==> src/rtl/iscas_bist_pkg.sv <==
// Shared types and the 32-bit Galois step used by both the stimulus LFSR and the MISR.
package iscas_bist_pkg;

  typedef enum logic [1:0] {
    ST_IDLE  = 2'd0,
    ST_FLUSH = 2'd1,
    ST_RUN   = 2'd2,
    ST_DONE  = 2'd3
  } bist_state_t;

  localparam logic [31:0] POLY32 = 32'h80200003;

  function automatic logic [31:0] lfsr_step(input logic [31:0] v);
    return (v >> 1) ^ (v[0] ? POLY32 : 32'h0);
  endfunction

endpackage

==> src/rtl/iscas_bist_misr.sv <==
// OUT_W-input, 32-bit multiple-input signature register with enable and synchronous seed load.
module iscas_bist_misr
  import iscas_bist_pkg::*;
#(
  parameter int          OUT_W     = 19,
  parameter logic [31:0] MISR_SEED = 32'hFFFFFFFF
) (
  input  logic             clk,
  input  logic             rst,
  input  logic             load,
  input  logic             en,
  input  logic [OUT_W-1:0] din,
  output logic [31:0]      sig
);

  logic [31:0] din_ext;
  logic [31:0] sig_reg;

  for (genvar gi = 0; gi < 32; gi++) begin : g_ext
    if (gi < OUT_W) begin : g_bit
      assign din_ext[gi] = din[gi];
    end else begin : g_zero
      assign din_ext[gi] = 1'b0;
    end
  end

  // Seed load wins over a step so a restart always begins from a clean signature.
  always_ff @(posedge clk or posedge rst) begin
    if (rst) begin
      sig_reg <= MISR_SEED;
    end else if (load) begin
      sig_reg <= MISR_SEED;
    end else if (en) begin
      sig_reg <= lfsr_step(sig_reg) ^ din_ext;
    end
  end

  assign sig = sig_reg;

endmodule

==> src/rtl/iscas_bist_ctrl.sv <==
// BIST sequencer: flush, LFSR stimulus, MISR compaction for one ISCAS89 benchmark.
// Optional golden-signature comparator enabled by defining ISCAS_BIST_GOLDEN_CMP_EN.
module iscas_bist_ctrl
  import iscas_bist_pkg::*;
#(
  parameter int                IN_W         = 18,
  parameter int                OUT_W        = 19,
  parameter int                CNT_W        = 16,
  parameter int                FLUSH_CYCLES = 4,
  parameter logic [IN_W-1:0]   FLUSH_VEC    = 18'h20000,
  parameter logic [31:0]       LFSR_SEED    = 32'h00000001,
  parameter logic [31:0]       MISR_SEED    = 32'hFFFFFFFF
) (
  input  logic             clk,
  input  logic             rst,
  input  logic             start,
  input  logic             abort,
  input  logic [CNT_W-1:0] run_cycles,
  output logic [IN_W-1:0]  dut_in,
  input  logic [OUT_W-1:0] dut_out,
  output logic             busy,
  output logic             done,
`ifdef ISCAS_BIST_GOLDEN_CMP_EN
  input  logic [31:0]      golden,
  output logic             pass,
`endif
  output logic [31:0]      signature
);

  localparam logic [31:0] LFSR_INIT = (LFSR_SEED == 32'h0) ? 32'h1 : LFSR_SEED;
  localparam int          FLUSH_W   = $clog2(FLUSH_CYCLES + 1);
  localparam logic [FLUSH_W-1:0] FLUSH_LAST = FLUSH_W'(FLUSH_CYCLES - 1);

  bist_state_t       state_reg;
  logic [IN_W-1:0]   dut_in_reg;
  logic              busy_reg;
  logic              done_reg;
  logic [31:0]       lfsr_reg;
  logic [31:0]       lfsr_next;
  logic [CNT_W-1:0]  count_reg;
  logic [CNT_W-1:0]  run_len_reg;
  logic [FLUSH_W-1:0] flush_cnt_reg;
  logic              start_ok;
  logic              misr_en;

  assign start_ok  = start && !abort && (state_reg == ST_IDLE || state_reg == ST_DONE);
  assign misr_en   = (state_reg == ST_RUN) && !abort;
  assign lfsr_next = lfsr_step(lfsr_reg);

  always_ff @(posedge clk or posedge rst) begin
    if (rst) begin
      state_reg     <= ST_IDLE;
      dut_in_reg    <= FLUSH_VEC;
      busy_reg      <= 1'b0;
      done_reg      <= 1'b0;
      lfsr_reg      <= LFSR_INIT;
      count_reg     <= '0;
      run_len_reg   <= '0;
      flush_cnt_reg <= '0;
    end else if (abort) begin
      state_reg  <= ST_IDLE;
      dut_in_reg <= FLUSH_VEC;
      busy_reg   <= 1'b0;
      done_reg   <= 1'b0;
    end else begin
      case (state_reg)
        ST_IDLE, ST_DONE: begin
          if (start) begin
            state_reg     <= ST_FLUSH;
            run_len_reg   <= run_cycles;
            count_reg     <= '0;
            lfsr_reg      <= LFSR_INIT;
            flush_cnt_reg <= '0;
            busy_reg      <= 1'b1;
            done_reg      <= 1'b0;
            dut_in_reg    <= FLUSH_VEC;
          end
        end
        ST_FLUSH: begin
          if (flush_cnt_reg == FLUSH_LAST) begin
            if (run_len_reg == '0) begin
              state_reg <= ST_DONE;
              busy_reg  <= 1'b0;
              done_reg  <= 1'b1;
            end else begin
              state_reg  <= ST_RUN;
              dut_in_reg <= lfsr_reg[IN_W-1:0];
            end
          end else begin
            flush_cnt_reg <= flush_cnt_reg + 1'b1;
          end
        end
        ST_RUN: begin
          lfsr_reg  <= lfsr_next;
          count_reg <= count_reg + 1'b1;
          // count_reg stops at run_len-1, so it cannot wrap even at the maximum length.
          if (count_reg == run_len_reg - 1'b1) begin
            state_reg  <= ST_DONE;
            busy_reg   <= 1'b0;
            done_reg   <= 1'b1;
            dut_in_reg <= FLUSH_VEC;
          end else begin
            dut_in_reg <= lfsr_next[IN_W-1:0];
          end
        end
        default: begin
          state_reg <= ST_IDLE;
        end
      endcase
    end
  end

  iscas_bist_misr #(
    .OUT_W     (OUT_W),
    .MISR_SEED (MISR_SEED)
  ) u_misr (
    .clk  (clk),
    .rst  (rst),
    .load (start_ok),
    .en   (misr_en),
    .din  (dut_out),
    .sig  (signature)
  );

`ifdef ISCAS_BIST_GOLDEN_CMP_EN
  logic [31:0] golden_reg;

  always_ff @(posedge clk or posedge rst) begin
    if (rst) begin
      golden_reg <= '0;
    end else if (start_ok) begin
      golden_reg <= golden;
    end
  end

  assign pass = (state_reg == ST_DONE) && (signature == golden_reg);
`endif

  assign dut_in = dut_in_reg;
  assign busy   = busy_reg;
  assign done   = done_reg;

endmodule

==> config.mk <==
export PLATFORM = sky130hd
export DESIGN_NAME = iscas_bist_ctrl
export DESIGN_NICKNAME = d
export VERILOG_FILES = /design/src/rtl/iscas_bist_pkg.sv /design/src/rtl/iscas_bist_misr.sv /design/src/rtl/iscas_bist_ctrl.sv
export SDC_FILE = /design/constraint.sdc
export NUM_CORES = 1
export LEC_CHECK = 0
export BUFFER_PORTS_ARGS = -buffer_cell sky130_fd_sc_hd__buf_4
export CORE_MARGIN = 2
export CORE_UTILIZATION = 60
export DETAILED_ROUTE_END_ITERATION = 6
export GPL_ROUTABILITY_DRIVEN = 0
export GPL_TIMING_DRIVEN = 0
export HOLD_SLACK_MARGIN = 0.08
export PLACE_DENSITY = 0.83
export SLEW_MARGIN = 20
export SYNTH_ARGS = -nofsm -noshare
export SYNTH_HDL_FRONTEND = slang
export SYNTH_SLANG_ARGS = --single-unit
==> constraint.sdc <==
create_clock -name clk -period 5.99 [get_ports clk]
set_input_delay 0.2995 -clock clk [delete_from_list [all_inputs] [get_ports clk]]
set_output_delay 0.2995 -clock clk [all_outputs]
set_load 0.005 [all_outputs]
# Yosys cells after proc, flatten, opt, wreduce, memory -nomap -nowiden
# Index checks and enable logic that the tools add are counted.
dict set report classes {
  add_sub_neg 3
  n_eq_ne 12
  mux 35
  n_bitwise 4
  reduce_logical 17
}
# cell count
set op_table {}
lappend op_table {{two-way mux 32 bit} 5}
lappend op_table {{two-way mux 18 bit} 5}
lappend op_table {{one-hot mux 32 bit (2 select lines)} 1}
lappend op_table {{XOR 31 x 32 -> 32 bit} 2}
lappend op_table {{one-hot mux 18 bit (3 select lines)} 1}
lappend op_table {{one-hot mux 16 bit (2 select lines)} 1}
lappend op_table {{XOR 32 x 19 -> 32 bit} 1}
lappend op_table {{adder 16 x 1 -> 16 bit, second input constant} 1}
lappend op_table {{== test 16 bit} 1}
lappend op_table {{logical NOT 16 bit} 1}
lappend op_table {{two-way mux 16 bit} 1}
lappend op_table {{subtractor 16 x 1 -> 16 bit, second input constant} 1}
lappend op_table {{!= test 3 bit, second input constant} 4}
lappend op_table {{AND reduction 3 bit} 4}
lappend op_table {{two-way mux 1 bit} 11}
lappend op_table {{two-way mux 2 bit} 4}
lappend op_table {{AND reduction 4 bit} 2}
lappend op_table {{two-way mux 3 bit} 2}
lappend op_table {{one-hot mux 1 bit (3 select lines)} 2}
lappend op_table {{one-hot mux 2 bit (3 select lines)} 1}
lappend op_table {{one-hot mux 3 bit (2 select lines)} 1}
lappend op_table {{nonzero test 2 bit} 3}
lappend op_table {{== test 2 bit, second input constant} 2}
lappend op_table {{!= test 2 bit, second input constant} 2}
lappend op_table {{10 further kinds} 12}
dict set report word_totals {
  regBits 121
  output_inout_bits 52
  elab_cells 80
}

# Depth between registers and ports, before layout
# Gate-level depths: netlist (run 1).
dict set report logic_depth {
  ltp_word 5
  mapped_depth 12
  ltp_nobuf 9
}

# Hierarchy
# From an unflattened synthesis (run 1), not the netlist that was laid out.
dict set report hier_totals {
  cells_unflattened 647
  area_unflattened_um2 6113.4
}
# mod n_inst cells_each area_per_inst_um2
set by_module_without_submodules {}
lappend by_module_without_submodules {iscas_bist_ctrl 1 500 4526.8}
lappend by_module_without_submodules {iscas_bist_misr 1 147 1586.5}

# Worst setup path after synthesis (run 1)
# OpenSTA, ideal clock, no wires.
dict set report synth_timing {
  path_type {reg2reg}
  from {register run_len_reg[0]}
  to {register dut_in_reg[13] (netlist: dut_in[13])}
  setup_time_ns 0.118
  t_arrival_ns 2.744
  required_ns 5.872
  path_slack_ns 3.128
  stages_incl_launch_ff 12
  synth_period_minus_slack_ns 2.862
  cell_sequence {dfrtp_1 inv_1 ha_1 clkbuf_1 o21ba_2 a221oi_1 a41oi_1 or4_1 o41ai_4 nor3_4 buf_6 a21o_1}
}
dict set report synth_between {
  elab_chain_len 5
}
# element line_no
set synth_lines {}
lappend synth_lines {{from (decl)} iscas_bist_ctrl.sv:41} ;# logic [CNT_W-1:0] run_len_reg;
lappend synth_lines {{from (signal assigned)} iscas_bist_ctrl.sv:70} ;# run_len_reg <= run_cycles;
lappend synth_lines {{subtractor 16 x 1 -> 16 bit} iscas_bist_ctrl.sv:97} ;# if (count_reg == run_len_reg - 1'b1) begin
lappend synth_lines {{== test 16 bit} iscas_bist_ctrl.sv:97}
lappend synth_lines {{two-way mux 18 bit} iscas_bist_ctrl.sv:97}
lappend synth_lines {{one-hot mux 18 bit (3 select lines)} iscas_bist_ctrl.sv:66} ;# case (state_reg)
lappend synth_lines {{two-way mux 18 bit} iscas_bist_ctrl.sv:60} ;# end else if (abort) begin
lappend synth_lines {{to (signal assigned)} iscas_bist_ctrl.sv:87} ;# dut_in_reg <= lfsr_reg[IN_W-1:0];
lappend synth_lines {{to (signal assigned)} iscas_bist_ctrl.sv:103} ;# dut_in_reg <= lfsr_next[IN_W-1:0];
lappend synth_lines {{to (decl)} iscas_bist_ctrl.sv:35} ;# logic [IN_W-1:0] dut_in_reg;
# Several ways; a longest one is shown, not always the timed one.
# A chain may end at the register's enable or synchronous reset.

# Worst setup path in the final report (run 1)
dict set report layout_timing {
  from {register run_len_reg[0]}
  to {register dut_in_reg[16] (netlist: dut_in[16])}
}
# Same word-level chain as after synthesis.

==> results.json, run 1 <==
{
  "num_vias": 5325,
  "synth_area_per_cell_sq_um": 9.92,
  "synth_warnings": 0,
  "grt_overflow": 0,
  "syn_to_final_growth_pct": 29.3,
  "fill_cells": 595,
  "hold_viol_final": 0,
  "finalInstanceArea_sq_um": 7830,
  "io_pins": 91,
  "nets": 797,
  "drc": 0,
  "cpLargestDelayFamily": "simple AND/OR/NAND/NOR gates",
  "synth_enable_flop_cells": 0,
  "cpMaxStageDelayCell": "nor4b_1",
  "cts_buffer_depth": 2,
  "syn-cell-area_sq_um": 6050,
  "async_flop_share_pct": 100,
  "status": "finished, final reports clean",
  "fp.dieH_microns": 104,
  "grt_max_degree": 67,
  "slew_headroom_pct": 35.9,
  "dr.pass1.iters": 5,
  "dieArea_sq_um": 10900,
  "setup_violations": 0,
  "row_count": 36,
  "maxCapViolations": 0,
  "rsz0062_at_grt": "no",
  "crit_buf_inv": 3,
  "arrival_ns": 3.95,
  "cellLeakagePower_nw": 3.80,
  "synth_fp_nets": 655,
  "ys.flop_type": "dfrtp_1",
  "clk-insertion-delay-late_ns": 0.53,
  "drtIter0Drc": 316,
  "antenna_cells": 0,
  "dpl.hpwl_microns": 9640,
  "synth_cell_type_count": 58,
  "drt-wirelength-per-cell_microns": 18.0,
  "cts_tree": "done",
  "max_freq_mhz": 283,
  "grt_pass1_wl_microns": 27200,
  "drive_above_1_share_pct": 25.1,
  "grtUsageTotal_pct": 31.4,
  "seq_area_frac_synth_pct": 50.7,
  "critPathMaxFanout": 10,
  "slew_violations": 0,
  "critPathMaxStageDelay_ns": 0.72,
  "layout_commonest_cell": "nand2_1",
  "tns_ns": 0,
  "ctsResizeCount": 0,
  "htreeDepth": 4,
  "required_ns": 6.40,
  "worst_pin_slew_ns": 0.954,
  "grt_pass1_vias": 5489,
  "synth-seq-cells": 121,
  "finClkSkew_ns": 0.00679,
  "core_sq_um": 9770,
  "start_kind": "register",
  "path_cells": "inv_1, ha_1, clkbuf_1, nor4b_1, nand2_1, nor2_1, a41oi_2, o41ai_4, nor3_4, buf_6, a21o_1",
  "ant_nets": 0,
  "cts.root.buffer_cell": "clkbuf_8",
  "clock_sinks": 121,
  "syn_inst": 610,
  "numPortBuffers": 90,
  "antenna_found_initial": 0,
  "via_per_inst": 5.93,
  "place_area_sq_um": 6930,
  "hp-class": "in2reg",
  "numCtsBuffers": 17,
  "finalCriticalPeriod_ns": 3.54,
  "cp-end-kind": "register",
  "timing.final.crit_share_pct": 59.0,
  "clk_pin_slew_ns": 0.06,
  "power_per_cell_area_nw_per_um2": 455,
  "fp.dieW_microns": 104,
  "drt_wl_total_microns": 16200,
  "max-vdd-ir-drop_mv": 0.279,
  "critPathKind": "reg2reg",
  "initial_utilization_pct": 61.9,
  "layout_common_cells": "122 x nand2_1, 90 x buf_4, 87 x dfrtp_1"
}
synthesized netlist by cell type, drive strengths merged (3+ instances only):
cell	count	share of area, %
nand2	122	7.6
nand3	57	4.7
nor4	3	0.56
o211ai	19	2.4
nor3b	3	0.37
xnor2	30	4.3
or4	4	0.58
o21ai	12	0.99
and3	6	0.62
nor2	24	1.5
a21oi	10	0.83
or3	7	0.72
o41ai	3	0.74
dfstp	34	15
dfrtp	87	36
xor2	21	3.0
buf	10	0.95
a22o	23	3.3
inv	9	0.56
nor2b	4	0.41
clkbuf	32	2.0
a21o	18	2.2
a41oi	3	0.56
ha	6	1.2
mux2	17	3.2
or2	3	0.31
nand3b	3	0.37
nand4	7	0.72
nor3	10	1.0
power by group:
part	leakage [nW]	switching, mW	internal (mW)
sequential	1.53	0.227	1.08
clock	0.286	0.363	0.652
combinational	1.98	0.691	0.547
per-stage QoR:
stage                     utilization [%]  hold WS (ns)  instances  setup WS, ns  total power [mW]
after global routing                 80.1        0.0849        898          2.08              3.74
after global placement               70.5         0.448        833          1.30              2.39
after detailed placement             70.9         0.390        834          2.56              2.46
after CTS                            80.0        0.0804        897          2.52              3.52
final                                80.1        0.0678        898          2.45              3.56
after floorplan                         -         0.438        610          2.53              2.03
layer usage:
metal	part of all wire, %	up-vias	GRT usage (%)
li1	-	2418	-
met1	40	2622	38.0
met2	51	227	52.9
met3	6.2	58	8.21
met4	3.4	0	13.5
met5	0	-	0
cells by family (layout without fill, tap and decap cells):
family,Yosys count,count (layout),synth area share [%]
AOI/OAI and AO/OA,101,101,13.1
buffers and inverters,51,206,3.49
xor gates and xnor gates,51,51,7.38
and+or+nand+nor,261,261,20.5
muxes,19,19,3.49
DFF,121,121,50.7
adders and majority gates,6,6,1.24
final cells by class:
class,instances,area [sq um],share of cell area (%)
sequential,121,3070,39.2
multi-input combinational,438,2770,35.4
timing repair buffer,123,1020,13.1
clock buffer,23,457,5.83
buffer,42,178,2.27
tap,133,166,2.13
clock inverter,9,123,1.57
inverter,9,38.8,0.496
worst register-to-register path, delay by kind of cell (launching register included):
| family | cells | cell delay [ns] |
|---|---|---|
| AOI/OAI and AO/OA | 3 | 1.03 |
| adders and majority gates | 1 | 0.14 |
| buffers and inverters | 3 | 0.55 |
| DFF | 1 | 0.42 |
| and+or+nand+nor | 4 | 1.29 |
path summary, 6_finish.rpt:
kind / start / endpoint / slack, ns / cells past startpoint
max: run_len_reg[0] / dut_in[16] / 2.45 / 11
min: dut_out[12] / u_misr.sig[12] / 0.07 / 3
max reg2reg: run_len_reg[0] / dut_in[16] / 2.45 / 11
min reg2reg: lfsr_reg[24] / lfsr_reg[24] / 0.46 / 2
max in group asynchronous: rst / u_misr.sig[2] / 4.85 / 4
min in group asynchronous: rst / lfsr_reg[8] / 0.40 / 3
repair_timing:
| item | 4_1_cts | 5_1_grt |
|---|---|---|
| hold endpoints to repair | 79 | 1 |
| buffers inserted | 0 | 0 |
| hold buffers | 31 | 1 |
(Power assumes the default switching activity.)
==> inputs of run 2 (changes only) <==
- CORE_UTILIZATION: 60 -> 57
- PLACE_DENSITY: 0.83 -> 0.8
- clock period: 5.99 -> 3.4 ns (I/O delays scaled with it)
==> results.json, run 2 (synthesis results as in run 1) <==
{
  "initial_utilization_pct": 58.6,
  "io_pins": 91,
  "layout_common_cells": "122 x nand2_1, 90 x buf_4, 87 x dfrtp_1",
  "ant_nets": 0,
  "worst_pin_slew_ns": 0.859,
  "dr.pass1.iters": 5,
  "reg2reg_slack_ns": 0.18,
  "maxCapViolations": 0,
  "max_freq_mhz": 310,
  "dp.cells": 837,
  "slew_violations": 0,
  "antenna_found_initial": 0,
  "drive_above_1_share_pct": 25.7,
  "pre_cts_ws_ns": -0.0643,
  "hp-class": "in2async",
  "drt-wirelength-per-cell_microns": 17.3,
  "worstSetupStartpoint": "run_len_reg[2]",
  "finalCriticalPeriod_ns": 3.22,
  "finClkSkew_ns": 0.00926,
  "setup_violations": 0,
  "clock_sinks": 121,
  "timing.final.crit_share_pct": 94.8,
  "grt_overflow": 0,
  "cp-end-kind": "register",
  "whs_ns": 0.187,
  "start_kind": "register",
  "arrival_ns": 3.63,
  "max-vdd-ir-drop_mv": 0.520,
  "power_per_cell_area_nw_per_um2": 795,
  "cts_setup_buffers": 0,
  "fp.dieW_microns": 107,
  "nets": 801,
  "critPathMaxFanout": 10,
  "cts.root.buffer_cell": "clkbuf_8",
  "syn_to_final_growth_pct": 31.0,
  "final_cells": 905,
  "grtUsageTotal_pct": 28.7,
  "status": "finished, final reports clean",
  "drc": 0,
  "hold_viol_final": 0,
  "htreeDepth": 4,
  "grt_pass1_vias": 5230,
  "drt_wl_total_microns": 15700,
  "cts_tree": "done",
  "core_sq_um": 10300,
  "dpl.hpwl_microns": 10000,
  "rsz0062_at_grt": "no",
  "grt_max_degree": 84,
  "finalInstanceArea_sq_um": 7930,
  "cellLeakagePower_nw": 3.82,
  "num_vias": 5248,
  "layout_commonest_cell": "nand2_1",
  "numCtsBuffers": 17,
  "clk-insertion-delay-late_ns": 0.52,
  "critPathKind": "reg2reg",
  "fp.dieH_microns": 107,
  "r2r-start": "run_len_reg[2]",
  "finalWorstSetupSlack_ns": 0.177,
  "final_util_pct": 76.8,
  "row_count": 37,
  "slew_headroom_pct": 42.3,
  "cts_buffer_depth": 2,
  "drtIter0Drc": 313,
  "required_ns": 3.81,
  "antenna_cells": 0,
  "place_area_sq_um": 6930,
  "numPortBuffers": 90,
  "grt_pass1_wl_microns": 25700,
  "via_per_inst": 5.80,
  "clk_pin_slew_ns": 0.06,
  "dieArea_sq_um": 11500
}
## run 2: changes by cell type in the layout (fill, tap and decap cells not counted), moves of 2 or more
cell,delta
clkinvlp_4,+3
clkbuf_1,-4
dlygate4sd3_1,+5
clkbuf_8,+2
clkinv_4,+2
clkinv_2,-4
## run 2: where the power goes
group / total, mW / leakage (nW) / internal, mW / switching [mW]
Sequential: 2.28 / 1.53 / 1.90 / 0.380
Combinational: 2.17 / 2.00 / 0.980 / 1.19
Clock: 1.85 / 0.289 / 1.20 / 0.650
## run 2: worst max-delay path: stages (launching register included)
cell,delay [ns]
dfrtp_1,0.39
buf_6,0.14
or4_4,0.48
or3_1,0.34
a2111oi_2,0.42
nand4_1,0.28
o41ai_4,0.57
nor3_4,0.12
buf_6,0.17
a21o_1,0.18
## run 2: path summary, 6_finish.rpt
path	endpoint	cells after the start
setup / recovery	dut_in[13]	9
setup reg to reg	dut_in[13]	9
min in group clk	state_reg[0]	3
hold reg to reg	lfsr_reg[28]	2
hold / removal	lfsr_reg[8]	3
max in group asynchronous	u_misr.sig[2]	4
## run 2: layout make-up
| type | count | area, sq um |
|---|---|---|
| Timing Repair Buffer | 128 | 1070 |
| Multi-Input combinational cell | 438 | 2790 |
| Buffer | 41 | 174 |
| Tap cell | 136 | 170 |
| Fill cell | 659 | 2390 |
| Clock inverter | 10 | 143 |
| Sequential cell | 121 | 3070 |
| Inverter | 9 | 38.8 |
| Clock buffer | 22 | 473 |
## run 2: repair_timing
action | in CTS | in global routing
gates resized for setup | 1 | 2
hold buffers | 37 | 0
pin swaps | 0 | 1
endpoints found under the hold margin | 124 | 0
endpoints found under the setup margin | 13 | 22
## run 2: stage by stage
stage | power, mW | setup TNS (ns)
global route | 6.66 | 0
detailed placement | 4.35 | -0.574
finish | 6.30 | 0
CTS | 6.28 | 0
floorplan | 3.58 | 0
global placement | 4.22 | -101.06
## run 2: metal layers
metal	global-route usage [%]	wire length [microns]
met2	48.1	7870
met4	11.3	413
met3	7.48	940
met1	35.6	6430
met5	0	0
